[src/rtl/coef_fetch_pkg.sv]
// -----------------------------------------------------------------------------
// coef_fetch_pkg
// Shared defaults and types for the coefficient fetch controller.
//   WIDTH_A : ROM address width
//   DEPTH   : number of valid ROM entries (0..DEPTH-1)
//   LEN_W   : burst-length width
//   COEF_W  : coefficient width
//   state_e : controller FSM states
// -----------------------------------------------------------------------------
package coef_fetch_pkg;

    localparam int WIDTH_A = 12;
    localparam int DEPTH   = 120;
    localparam int LEN_W   = 8;
    localparam int COEF_W  = 16;

    typedef enum logic [1:0] {
        ST_IDLE   = 2'd0,
        ST_STREAM = 2'd1,
        ST_FLUSH  = 2'd2
    } state_e;

    // Map a requester index to its one-hot position on the 2-bit ack/done buses.
    function automatic logic [1:0] id_to_onehot(input logic id);
        return id ? 2'b10 : 2'b01;
    endfunction

endpackage

[src/rtl/rr_arb2.sv]
// -----------------------------------------------------------------------------
// rr_arb2
// Two-way round-robin arbiter with a one-hot grant. The priority pointer moves
// to the other requester only when the grant is actually accepted.
// Ports:
//   clk, rst_n : clock, synchronous active-low reset (priority -> requester 0)
//   req        : per-requester request
//   accept     : the current grant is being taken this cycle
//   grant      : one-hot grant (combinational)
// -----------------------------------------------------------------------------
module rr_arb2 (
    input  logic       clk,
    input  logic       rst_n,
    input  logic [1:0] req,
    input  logic       accept,
    output logic [1:0] grant
);

    // Index of the requester that wins when both are requesting.
    logic ptr_r;
    logic [1:0] grant_s;

    // Grant selection: a lone requester always wins, a tie goes to ptr_r.
    always_comb begin
        grant_s = 2'b00;
        case (req)
            2'b01:   grant_s = 2'b01;
            2'b10:   grant_s = 2'b10;
            2'b11:   grant_s = ptr_r ? 2'b10 : 2'b01;
            default: grant_s = 2'b00;
        endcase
    end

    assign grant = grant_s;

    // Pointer update: after serving requester 0, requester 1 gets priority and vice versa.
    always_ff @(posedge clk) begin
        if (!rst_n) begin
            ptr_r <= 1'b0;
        end else if (accept && (grant_s != 2'b00)) begin
            ptr_r <= grant_s[0];
        end else begin
            ptr_r <= ptr_r;
        end
    end

endmodule

[src/rtl/coef_fetch_ctrl.sv]
// -----------------------------------------------------------------------------
// coef_fetch_ctrl
// Serves coefficient bursts from an external combinational ROM to one of two
// requesters, one beat per cycle, through a single output register with a
// valid/ready handshake.
// Ports:
//   clk, rst_n          : clock, synchronous active-low reset
//   req_valid/base/len  : per-requester request (slice i = requester i)
//   req_ack             : one-cycle pulse in the cycle request i is accepted
//   req_done            : one-cycle pulse when burst i has fully drained
//   rom_addr / rom_coef : registered ROM address, same-cycle ROM data
//   out_valid/ready     : output handshake
//   out_data/id/last    : beat payload, owning requester, final-beat flag
//   busy                : controller is not idle
// -----------------------------------------------------------------------------
module coef_fetch_ctrl #(
    parameter int WIDTH_A = coef_fetch_pkg::WIDTH_A,
    parameter int DEPTH   = coef_fetch_pkg::DEPTH,
    parameter int LEN_W   = coef_fetch_pkg::LEN_W,
    parameter int COEF_W  = coef_fetch_pkg::COEF_W
) (
    input  logic                 clk,
    input  logic                 rst_n,
    input  logic [1:0]           req_valid,
    input  logic [2*WIDTH_A-1:0] req_base,
    input  logic [2*LEN_W-1:0]   req_len,
    output logic [1:0]           req_ack,
    output logic [1:0]           req_done,
    output logic [WIDTH_A-1:0]   rom_addr,
    input  logic [COEF_W-1:0]    rom_coef,
    output logic                 out_valid,
    input  logic                 out_ready,
    output logic [COEF_W-1:0]    out_data,
    output logic                 out_id,
    output logic                 out_last,
    output logic                 busy
);

    import coef_fetch_pkg::*;

    localparam logic [WIDTH_A-1:0] DEPTH_A  = WIDTH_A'(DEPTH);
    localparam logic [WIDTH_A-1:0] LAST_A   = WIDTH_A'(DEPTH - 1);
    localparam logic [WIDTH_A-1:0] ADDR_ONE = WIDTH_A'(1);
    localparam logic [LEN_W-1:0]   LEN_ZERO = {LEN_W{1'b0}};
    localparam logic [LEN_W-1:0]   LEN_ONE  = LEN_W'(1);

    state_e state_r, next_state_s;
    logic   busy_r;

    logic [WIDTH_A-1:0] addr_r;
    logic [LEN_W-1:0]   rem_r;
    logic               id_r;

    logic               out_valid_r;
    logic [COEF_W-1:0]  out_data_r;
    logic               out_id_r;
    logic               out_last_r;

    logic [1:0]         gnt_s;
    logic               accept_s;
    logic               issue_s;
    logic               done_s;
    logic [WIDTH_A-1:0] base_sel_s;
    logic [WIDTH_A-1:0] base_mod_s;
    logic [LEN_W-1:0]   len_sel_s;
    logic [WIDTH_A-1:0] addr_next_s;

    rr_arb2 u_arb (
        .clk    (clk),
        .rst_n  (rst_n),
        .req    (req_valid),
        .accept (accept_s),
        .grant  (gnt_s)
    );

    // Request slice selection, single mod-DEPTH fold of the base, wrapping address increment.
    always_comb begin
        base_sel_s = gnt_s[1] ? req_base[2*WIDTH_A-1:WIDTH_A] : req_base[WIDTH_A-1:0];
        len_sel_s  = gnt_s[1] ? req_len[2*LEN_W-1:LEN_W]     : req_len[LEN_W-1:0];
        if (base_sel_s >= DEPTH_A) begin
            base_mod_s = base_sel_s - DEPTH_A;
        end else begin
            base_mod_s = base_sel_s;
        end
        if (addr_r == LAST_A) begin
            addr_next_s = {WIDTH_A{1'b0}};
        end else begin
            addr_next_s = addr_r + ADDR_ONE;
        end
    end

    // Next-state logic plus the accept/issue/done strobes.
    always_comb begin
        next_state_s = state_r;
        accept_s     = 1'b0;
        issue_s      = 1'b0;
        done_s       = 1'b0;
        case (state_r)
            ST_IDLE: begin
                // Ack is suppressed while reset is held so no request is consumed then.
                if (rst_n && (req_valid != 2'b00)) begin
                    accept_s     = 1'b1;
                    next_state_s = ST_STREAM;
                end else begin
                    next_state_s = ST_IDLE;
                end
            end
            ST_STREAM: begin
                if (rem_r == LEN_ZERO) begin
                    // Zero-length grant: report completion without any beat.
                    done_s       = 1'b1;
                    next_state_s = ST_IDLE;
                end else if (!out_valid_r || out_ready) begin
                    issue_s = 1'b1;
                    if (rem_r == LEN_ONE) begin
                        next_state_s = ST_FLUSH;
                    end else begin
                        next_state_s = ST_STREAM;
                    end
                end else begin
                    next_state_s = ST_STREAM;
                end
            end
            ST_FLUSH: begin
                if (out_valid_r && out_ready && out_last_r) begin
                    done_s       = 1'b1;
                    next_state_s = ST_IDLE;
                end else begin
                    next_state_s = ST_FLUSH;
                end
            end
            default: begin
                next_state_s = ST_IDLE;
            end
        endcase
    end

    // Handshake pulses: ack follows the arbiter grant, done goes to the burst owner.
    always_comb begin
        if (accept_s) begin
            req_ack = gnt_s;
        end else begin
            req_ack = 2'b00;
        end
        if (done_s && rst_n) begin
            req_done = id_to_onehot(id_r);
        end else begin
            req_done = 2'b00;
        end
    end

    // State register and busy flag.
    always_ff @(posedge clk) begin
        if (!rst_n) begin
            state_r <= ST_IDLE;
            busy_r  <= 1'b0;
        end else begin
            state_r <= next_state_s;
            busy_r  <= (next_state_s != ST_IDLE);
        end
    end

    // Burst context: latched on accept, advanced once per issued beat.
    always_ff @(posedge clk) begin
        if (!rst_n) begin
            addr_r <= {WIDTH_A{1'b0}};
            rem_r  <= LEN_ZERO;
            id_r   <= 1'b0;
        end else if (accept_s) begin
            addr_r <= base_mod_s;
            rem_r  <= len_sel_s;
            id_r   <= gnt_s[1];
        end else if (issue_s) begin
            addr_r <= addr_next_s;
            rem_r  <= rem_r - LEN_ONE;
            id_r   <= id_r;
        end else begin
            addr_r <= addr_r;
            rem_r  <= rem_r;
            id_r   <= id_r;
        end
    end

    // Output register: loads on issue, empties on handshake, otherwise holds its payload.
    always_ff @(posedge clk) begin
        if (!rst_n) begin
            out_valid_r <= 1'b0;
            out_data_r  <= {COEF_W{1'b0}};
            out_id_r    <= 1'b0;
            out_last_r  <= 1'b0;
        end else if (issue_s) begin
            out_valid_r <= 1'b1;
            out_data_r  <= rom_coef;
            out_id_r    <= id_r;
            out_last_r  <= (rem_r == LEN_ONE);
        end else if (out_valid_r && out_ready) begin
            out_valid_r <= 1'b0;
            out_data_r  <= out_data_r;
            out_id_r    <= out_id_r;
            out_last_r  <= 1'b0;
        end else begin
            out_valid_r <= out_valid_r;
            out_data_r  <= out_data_r;
            out_id_r    <= out_id_r;
            out_last_r  <= out_last_r;
        end
    end

    assign rom_addr  = addr_r;
    assign out_valid = out_valid_r;
    assign out_data  = out_data_r;
    assign out_id    = out_id_r;
    assign out_last  = out_last_r;
    assign busy      = busy_r;

endmodule

[config.mk]
export PLATFORM = sky130hd
export DESIGN_NAME = coef_fetch_ctrl
export DESIGN_NICKNAME = d
export VERILOG_FILES = /design/src/rtl/coef_fetch_pkg.sv /design/src/rtl/rr_arb2.sv /design/src/rtl/coef_fetch_ctrl.sv
export SDC_FILE = /design/constraint.sdc
export NUM_CORES = 1
export LEC_CHECK = 0
export CAP_MARGIN = 20
export CORE_UTILIZATION = 41
export CTS_CLUSTER_SIZE = 10
export DETAILED_ROUTE_END_ITERATION = 10
export PLACE_DENSITY_LB_ADDON = 0.05
export SLEW_MARGIN = 20
export SYNTH_ARGS = -nofsm -noshare
export SYNTH_HDL_FRONTEND = slang
export SYNTH_SLANG_ARGS = --single-unit
[constraint.sdc]
create_clock -name clk -period 1.89 [get_ports clk]
set_input_delay 0.2835 -clock clk [delete_from_list [all_inputs] [get_ports clk]]
set_output_delay 0.2835 -clock clk [all_outputs]
set_load 0.02 [all_outputs]
# Yosys cells after proc, flatten, opt, wreduce, memory -nomap -nowiden
# Index checks and enable logic that the tools add are counted.
# totals
input_bits	61
wordCells	65
output_inout_bits	36
register_bits	44
# op_classes
add_sub_neg	3
eq_ne	7
n_mux	30
n_reduce_logical	14
magnitude_cmp	1
# ops
cell	count
$mux 12	5
$mux 8	3
$mux 2	8
$add 12x1->12 const B	1
$eq 12x7->1 const B	1
$ge 12x7->1 const B	1
$pmux 2 s3	2
$sub 12x7->12 const B	1
$mux 1	11
$reduce_bool 2->1	5
$eq 8x1->1 const B	1
$logic_not 8->1	1
$sub 8x1->8 const B	1
$eq 2x2->1 const B	3
$logic_and 1x1->1	5
$eq 2x1->1 const B	2
$logic_not 2->1	1
$pmux 1 s2	1
$logic_not 1->1	1
$logic_or 1x1->1	1

# Longest topological paths before layout
# Gate-level depths: netlist of the first run.
# logic_depth
ltp_word	7
ltp_mapped	8
depth_no_buf	7

# Cells and area by module
# From an unflattened synthesis of the first run, not the netlist that was laid out.
# unflattened
hier_cells	340
hier_area_um2	2726.4
# by_module_without_submodules
module	seq_area_each_um2	cells_per_inst	area_each_um2	n_inst
coef_fetch_ctrl	860.8	333	2665.1	1
rr_arb2	20.0	7	61.3	1

# Worst setup path after synthesis of the first run
# OpenSTA, ideal clock, no wires.
# synth_timing
path_kind	reg2out
start	reg rem_r[2]
end	out req_done[0]
arrival_ns	1.821
n_path_buf	1
t_required_ns	1.607
path_stages_with_launch	7
path_slack_ns	-0.215
path_cell_list	dfxtp_1 > or4_1 > buf_2 > nor3_1 > nand3_1 > a21oi_1 > nor2b_1
# synth_via
elab_chain_cells	5
# synth_lines
element	line_no	source
start: declaration	coef_fetch_ctrl.sv:51	logic [LEN_W-1:0] rem_r;
start signal: assignment	coef_fetch_ctrl.sv:171	rem_r <= len_sel_s;
start signal: assignment	coef_fetch_ctrl.sv:175	rem_r <= rem_r - LEN_ONE;
start signal: assignment	coef_fetch_ctrl.sv:179	rem_r <= rem_r;
$logic_not 8->1	coef_fetch_ctrl.sv:109	if (rem_r == LEN_ZERO) begin
$mux 1	coef_fetch_ctrl.sv:109	
$pmux 1 s2	coef_fetch_ctrl.sv:98	case (state_r)
$logic_and 1x1->1	coef_fetch_ctrl.sv:145	if (done_s && rst_n) begin
$mux 2	coef_fetch_ctrl.sv:145	
end: declaration	coef_fetch_ctrl.sv:28	output logic [1:0] req_done,
# No other way between the ends.

# Final worst setup path of the first run
# layout_timing
start	reg rem_r[5]
end	reg addr_r[10], in the netlist rom_addr[10]
# layout_via
elab_chain_cells	4
# layout_lines
element	line_no	source
$logic_not 8->1	coef_fetch_ctrl.sv:109	
$mux 1	coef_fetch_ctrl.sv:109	
$mux 1	coef_fetch_ctrl.sv:98	
$reduce_bool 2->1 (no source line)	-	
end signal: assignment	coef_fetch_ctrl.sv:166	addr_r <= {WIDTH_A{1'b0}};
end signal: assignment	coef_fetch_ctrl.sv:170	addr_r <= base_mod_s;
end signal: assignment	coef_fetch_ctrl.sv:174	addr_r <= addr_next_s;
end: declaration	coef_fetch_ctrl.sv:50	logic [WIDTH_A-1:0] addr_r;
# No other way between the ends.
# A chain may end at the register's enable or synchronous reset.

==> results of run 1 <==
-- timing repair --
action                                  CTS  global route
buffers inserted                          5             6
cloned                                    1             1
endpoints found under the setup margin   37            43
pin swaps                                16            21
gates resized for setup                  37            25
-- tightest hold or removal path: stages (launching register included) --
cell and delay (ns):
dfxtp_1 0.32, nand2_1 0.05, a21oi_1 0.05
-- cells by family after synthesis --
| logic type | share of synthesized area [%] |
|---|---|
| AOI/OAI and AO/OA | 24.5 |
| xor gates and xnor gates | 3.48 |
| adders and majority gates | 3.67 |
| buffers and inverters | 4.68 |
| DFF | 32.3 |
| muxes | 5.04 |
| and+or+nand+nor | 26.4 |
-- final timing paths --
path              cells after the start  slack, ns        start           end
setup / recovery                      8      -0.30     rem_r[5]  rom_addr[10]
hold / removal                        2       0.46  out_data[5]   out_data[5]
setup reg to reg                      8      -0.30     rem_r[5]  rom_addr[10]
hold reg to reg                       2       0.46  out_data[5]   out_data[5]
-- cells in the mapped netlist, types with 2 or more instances --
cell type and number:
a211oi_1 5, a21oi_1 38, a31oi_1 4, a32oi_1 2, and2_1 3, and3_1 7
and4_1 2, buf_2 6, clkbuf_1 11, dfxtp_1 44, ha_1 8, inv_1 9
mux2_2 6, mux2i_1 7, nand2_1 63, nand2b_1 3, nand3_1 16, nand4_1 3
nand4b_1 2, nor2_1 16, nor2b_1 2, nor3_1 11, nor4_1 5, nor4b_1 2
o211ai_1 5, o21a_1 4, o21ai_0 10, o22ai_1 6, o311ai_0 2, o31a_1 4
o31ai_1 3, or3_1 2, or4_1 4, or4b_1 2, xor2_1 8
-- metal layers --
layer / vias up / routed length [microns]
met5: - / 0
met4: 0 / 165
met3: 19 / 456
met2: 103 / 4650
met1: 1584 / 4110
li1: 1651 / -
-- through the flow --
stage                     area [sq um]  util (%)  hold WS [ns]  setup slack, ns
final                             4720      74.0         0.456           -0.296
after global placement            4370      68.4         0.441           -0.503
after floorplan                   2760         -         0.419         -0.00354
after detailed placement          4370      68.4         0.448           -0.527
after CTS                         4580      71.7         0.460           -0.343
after global routing              4720      74.0         0.475           -0.383
-- registers in the layout, summed over array words and instances, names as in the netlist --
name         flops
out_data        16
rom_addr        12
rem_r            8
state_r          2
busy             1
id_r             1
out_id           1
out_last         1
out_valid        1
u_arb.ptr_r      1
-- where the power goes --
| part | internal, mW | total (mW) | leakage, nW | switching (mW) |
|---|---|---|---|---|
| logic | 1.03 | 1.96 | 1.48 | 0.932 |
| clock network | 0.259 | 0.606 | 0.0412 | 0.347 |
| registers | 1.06 | 1.15 | 0.364 | 0.0878 |
| total | 2.35 | 3.72 | 1.88 | 1.37 |
-- area by class of cell --
cell class / instances / area share, %
repair buffers: 190 / 36.8
flip-flops and latches: 44 / 18.9
multi-input cells: 278 / 39.7
well taps: 77 / 2.04
clock buffers: 6 / 1.54
inverters: 10 / 0.794
clock inverters: 2 / 0.265
==> results.txt, run 1 <==
vias post-DR: 3357
root buffer selected by CTS: clkbuf_8
row count: 29
# fillers: 523
clock slew at reported path FFs: 0.09 ns
total power: 3.72 mW
commonest cells after routing, fill and taps aside: 92 x clkdlybuf4s50_1, 83 x buf_4, 59 x nand2_1
largest net degree at the start of global routing: 33
Post-synth EDFFs: 0
Worst VDD drop: 0.556 mV
Syn Area/Cell: 7.80 sq um
CP Cell Sequence: or4_4 -> buf_4 -> buf_6 -> o211ai_4 -> buf_6 -> nor4_1 -> xor2_1 -> o211a_1
CTS Buf Count: 5
# nets final: 598
Layout Area Growth over Synthesis: 73.1%
Worst setup SP type: flip-flop
Finished Layout Cells: 607
Initial Util: 42.7%
H-tree depth: 2
clock sink count: 44
Fmax achieved: 458 MHz
vias in the first global route: 3268
synthesized instance count: 350
routed wire length per instance: 15.4 microns
Area contributors post-synth: dfxtp_1 32%, nand2_1 8.7%, a21oi_1 7.0%
total gr overflow: 0
worst path bufs/invs: 3
most common cell after layout, fill and taps aside: clkdlybuf4s50_1
top cell type's share of synthesized area: 32.3%
Final WS setup: -0.296 ns
Final GP Congestion: 0.953
Cell Area, Synth: 0.00273 sq mm
final setup violating endpoints: 39
Tightest Pin Transition: 0.473 ns
Die Wd: 83.6 microns
Worst path top cell family by delay: simple AND/OR/NAND/NOR gates
Skew-Pair Late Insertion Delay: 0.30 ns
I/O Buffers: 96
slowest stage delay, CP: 0.56 ns
status: finished with violations
Yosys cell types: 60
FF+latch area: 891 sq um
Max Buffers Root-to-Sink: 2
CP max-delay cell: or4_4
Most Crowded Layer GR: met2
Multi-input gate area: 0.00187 sq mm
Synth Net Count: 419
ys flop type: dfxtp_1
Syn. warnings: 0
first-pass iteration count of the detailed router: 5
Final Skew: 0.0104 ns
initial antenna violation count: 0
Die Y: 83.6 microns
Final Hold Violating Endpoints: 0
Leak Pwr: 1.88 nW
met3 Use GR: 4.25%
RSZ-0062 raised after global routing: true
Crit path required time: 2.08 ns
layout cell share with drive strength beyond 1: 29.2%
Post-CTS Hold Buffers: 0
min cycle time layout: 2.19 ns
CTS tree: done
pwr/cell area: 787 mW/mm^2
Routed WL: 9380 microns
synthesis-stage register bit count: 44
critical path type: flip-flop to flip-flop
crit path DAT: 2.38 ns
Hold Path Class: flip-flop to flip-flop
post-synth top area cell: dfxtp_1
post-route ant nets: 0
register area share after synthesis: 32.3%
die area: 0.00699 sq mm
I/O pins: 97
CORE AREA: 0.00639 sq mm
DR vias/cell: 5.53
fin. max-slew vios: 0
Final TNS setup: -7.33 ns
DRC: 0
1st-iter DRT viols: 146
CP Max Fanout: 5
Final period util: 116%
CP dominant cell by count: buf_6
# placed instances: 587
Max transition margin: 68.2%
DP HPWL: 6750 microns
fraction of met1 tracks used by global routing: 33.1%
Max Cap Violations: 0
Global Route Usage Sum: 26.3%
first-pass GRT wire length: 15000 microns
GR Util met2: 46.0%
ys async rst share: 0%
failing checks: setup timing
Ant. Diodes: 0
crit path capture type: flip-flop
(Power assumes the default switching activity.)
==> run 2: changes to the inputs <==
Settings changed: PLACE_DENSITY set to 0.73, PLACE_DENSITY_LB_ADDON 0.05 to unset, REMOVE_ABC_BUFFERS set to 1.
==> results.txt, run 2 (synthesis results as in run 1) <==
Final GP Congestion: 0.974 (was 0.953)
Final period util: 116% (about the same)
Finished Layout Cells: 613 (was 607)
Ant. Diodes: 0 (unchanged)
pwr/cell area: 824 mW/mm^2 (was 787 mW/mm^2)
largest net degree at the start of global routing: 25 (was 33)
vias post-DR: 3455 (was 3357)
Layout Area Growth over Synthesis: 76.9% (was 73.1%)
max FFs per register: 16 (unchanged)
initial antenna violation count: 0 (unchanged)
post-route ant nets: 0 (unchanged)
Routed WL: 10100 microns (was 9380 microns)
DR vias/cell: 5.64 (was 5.53)
root buffer selected by CTS: clkbuf_8 (unchanged)
min cycle time layout: 2.19 ns (about the same)
# nets final: 604 (was 598)
Max transition margin: 69.9% (was 68.2%)
CORE AREA: 0.00639 sq mm (unchanged)
sw frac: 35.0% (was 36.8%)
first-pass GRT wire length: 15500 microns (was 15000 microns)
# placed instances: 591 (was 587)
layout cell share with drive strength beyond 1: 29.7% (was 29.2%)
Max Cap Violations: 0 (unchanged)
GR Util met2: 49.7% (was 46.0%)
CTS Buf Count: 5 (unchanged)
total gr overflow: 0 (unchanged)
RSZ-0062 raised after global routing: true (unchanged)
commonest cells after routing, fill and taps aside: 92 x clkdlybuf4s50_1, 89 x buf_4, 58 x nand2_1 (was 92 x clkdlybuf4s50_1, 83 x buf_4, 59 x nand2_1)
Fmax achieved: 457 MHz (was 458 MHz)
total power: 3.98 mW (was 3.72 mW)
Skew-Pair Late Insertion Delay: 0.31 ns (was 0.30 ns)
Max Buffers Root-to-Sink: 2 (unchanged)
Post-CTS Hold Buffers: 0 (unchanged)
crit path capture type: output port (was flip-flop)
vias in the first global route: 3242 (was 3268)
critical path type: flip-flop to output port (was flip-flop to flip-flop)
Final TNS setup: -6.51 ns (was -7.33 ns)
Die Y: 83.6 microns (unchanged)
failing checks: setup timing (unchanged)
Final WS setup: -0.298 ns (was -0.296 ns)
CTS tree: done (unchanged)
CP max-delay cell: or4_4 (unchanged)
Int Pwr: 2.59 mW (was 2.35 mW)
1st-iter DRT viols: 226 (was 146)
Leak Pwr: 1.96 nW (was 1.88 nW)
H-tree depth: 2 (unchanged)
Die Wd: 83.6 microns (unchanged)
met3 Use GR: 3.26% (was 4.25%)
I/O Buffers: 96 (unchanged)
combinational group share of total power: 50.4% (was 52.7%)
worst hold slack: 0.454 ns (was 0.456 ns)
Most Crowded Layer GR: met2 (unchanged)
Final Util: 75.6% (was 74.0%)
DRC: 0 (unchanged)
worst path bufs/invs: 1 (was 3)
Sw Pwr: 1.39 mW (was 1.37 mW)
final setup violating endpoints: 37 (was 39)
slowest stage delay, CP: 0.56 ns (about the same)
fin. max-slew vios: 0 (unchanged)
clock slew at reported path FFs: 0.09 ns (about the same)
Final Hold Violating Endpoints: 0 (unchanged)
clock share of power: 20.4% (was 16.3%)
CP Max Fanout: 2 (was 5)
Worst VDD drop: 0.719 mV (was 0.556 mV)
first-pass iteration count of the detailed router: 5 (unchanged)
DP HPWL: 7270 microns (was 6750 microns)
Final Skew: 0.00835 ns (was 0.0104 ns)
Tightest Pin Transition: 0.447 ns (was 0.473 ns)
CP Cell Sequence: or4_4 -> nor3_4 -> nand3_2 -> a21oi_2 -> nor2b_4 -> buf_6 (was or4_4 -> buf_4 -> buf_6 -> o211ai_4 -> buf_6 -> nor4_1 -> xor2_1 -> o211a_1)
Worst path top cell family by delay: simple AND/OR/NAND/NOR gates (unchanged)
Hold Path Class: flip-flop to flip-flop (unchanged)
fraction of met1 tracks used by global routing: 34.8% (was 33.1%)
Worst setup SP type: flip-flop (unchanged)
clock sink count: 44 (unchanged)
die area: 0.00699 sq mm (unchanged)
Initial Util: 42.7% (unchanged)
status: finished with violations (unchanged)
Seq pwr share: 29.2% (was 31.0%)
crit path DAT: 1.90 ns (was 2.38 ns)
row count: 29 (unchanged)
routed wire length per instance: 16.5 microns (was 15.4 microns)
Crit path required time: 1.61 ns (was 2.08 ns)
I/O pins: 97 (unchanged)
Global Route Usage Sum: 27.6% (was 26.3%)
most common cell after layout, fill and taps aside: clkdlybuf4s50_1 (unchanged)
[run 2: changes by cell type in the layout (fill, tap and decap cells not counted), moves of 3 or more]
cell	delta
dfxtp_2	-4
dfxtp_1	+5
nor2_1	+3
buf_4	+6
[run 2: layer usage]
layer  wire [microns]  share of wire (%)
met5                0                  0
met4              212                2.1
met3              453                4.5
met2             5070                 50
met1             4370                 43
[run 2: final timing paths]
| kind | cells past startpoint | slack, ns | start | to |
|---|---|---|---|---|
| max | 6 | -0.30 | rem_r[2] | req_done[0] |
| min | 2 | 0.45 | out_data[3] | out_data[3] |
| max reg2reg | 10 | -0.26 | rem_r[2] | rom_addr[3] |
| min reg2reg | 2 | 0.45 | out_data[3] | out_data[3] |
[run 2: per-stage QoR]
step | setup slack [ns] | cell area, sq um
6_report | -0.298 | 4830
5_1_grt | -0.340 | 4830
4_1_cts | -0.295 | 4700
3_5_place_dp | -0.533 | 4350
3_3_place_gp | -0.445 | 4350
2_1_floorplan | -0.492 | 2640
[run 2: tightest hold or removal path, delay by kind of cell, from the launching register on]
family / cells / cell delay [ns]
flops: 1 / 0.32
simple gates: 1 / 0.05
compound gates: 1 / 0.05
[run 2: what timing repair did]
item	4_1_cts	5_1_grt
setup endpoints to repair	35	43
pin swaps	18	18
cloned	2	0
buffers inserted	6	7
gates resized for setup	42	30
[run 2: power by group through the flow]
stage	clock network [mW]	logic, mW	registers (mW)
final	0.810	2.01	1.16
after global routing	0.854	2.12	1.18
after CTS	0.811	1.88	1.15
after detailed placement	0	1.63	1.17
after global placement	0	1.59	1.16
after floorplan	0	0.628	1.29
[run 2: cell type report]
cell class,count,area [sq um]
Multi-Input combinational cell,278,1890
Fill cell,460,1560
Sequential cell,44,882
Clock buffer,7,96.3
Clock inverter,1,30.0
Timing Repair Buffer,196,1790
Inverter,10,37.5
Tap cell,77,96.3
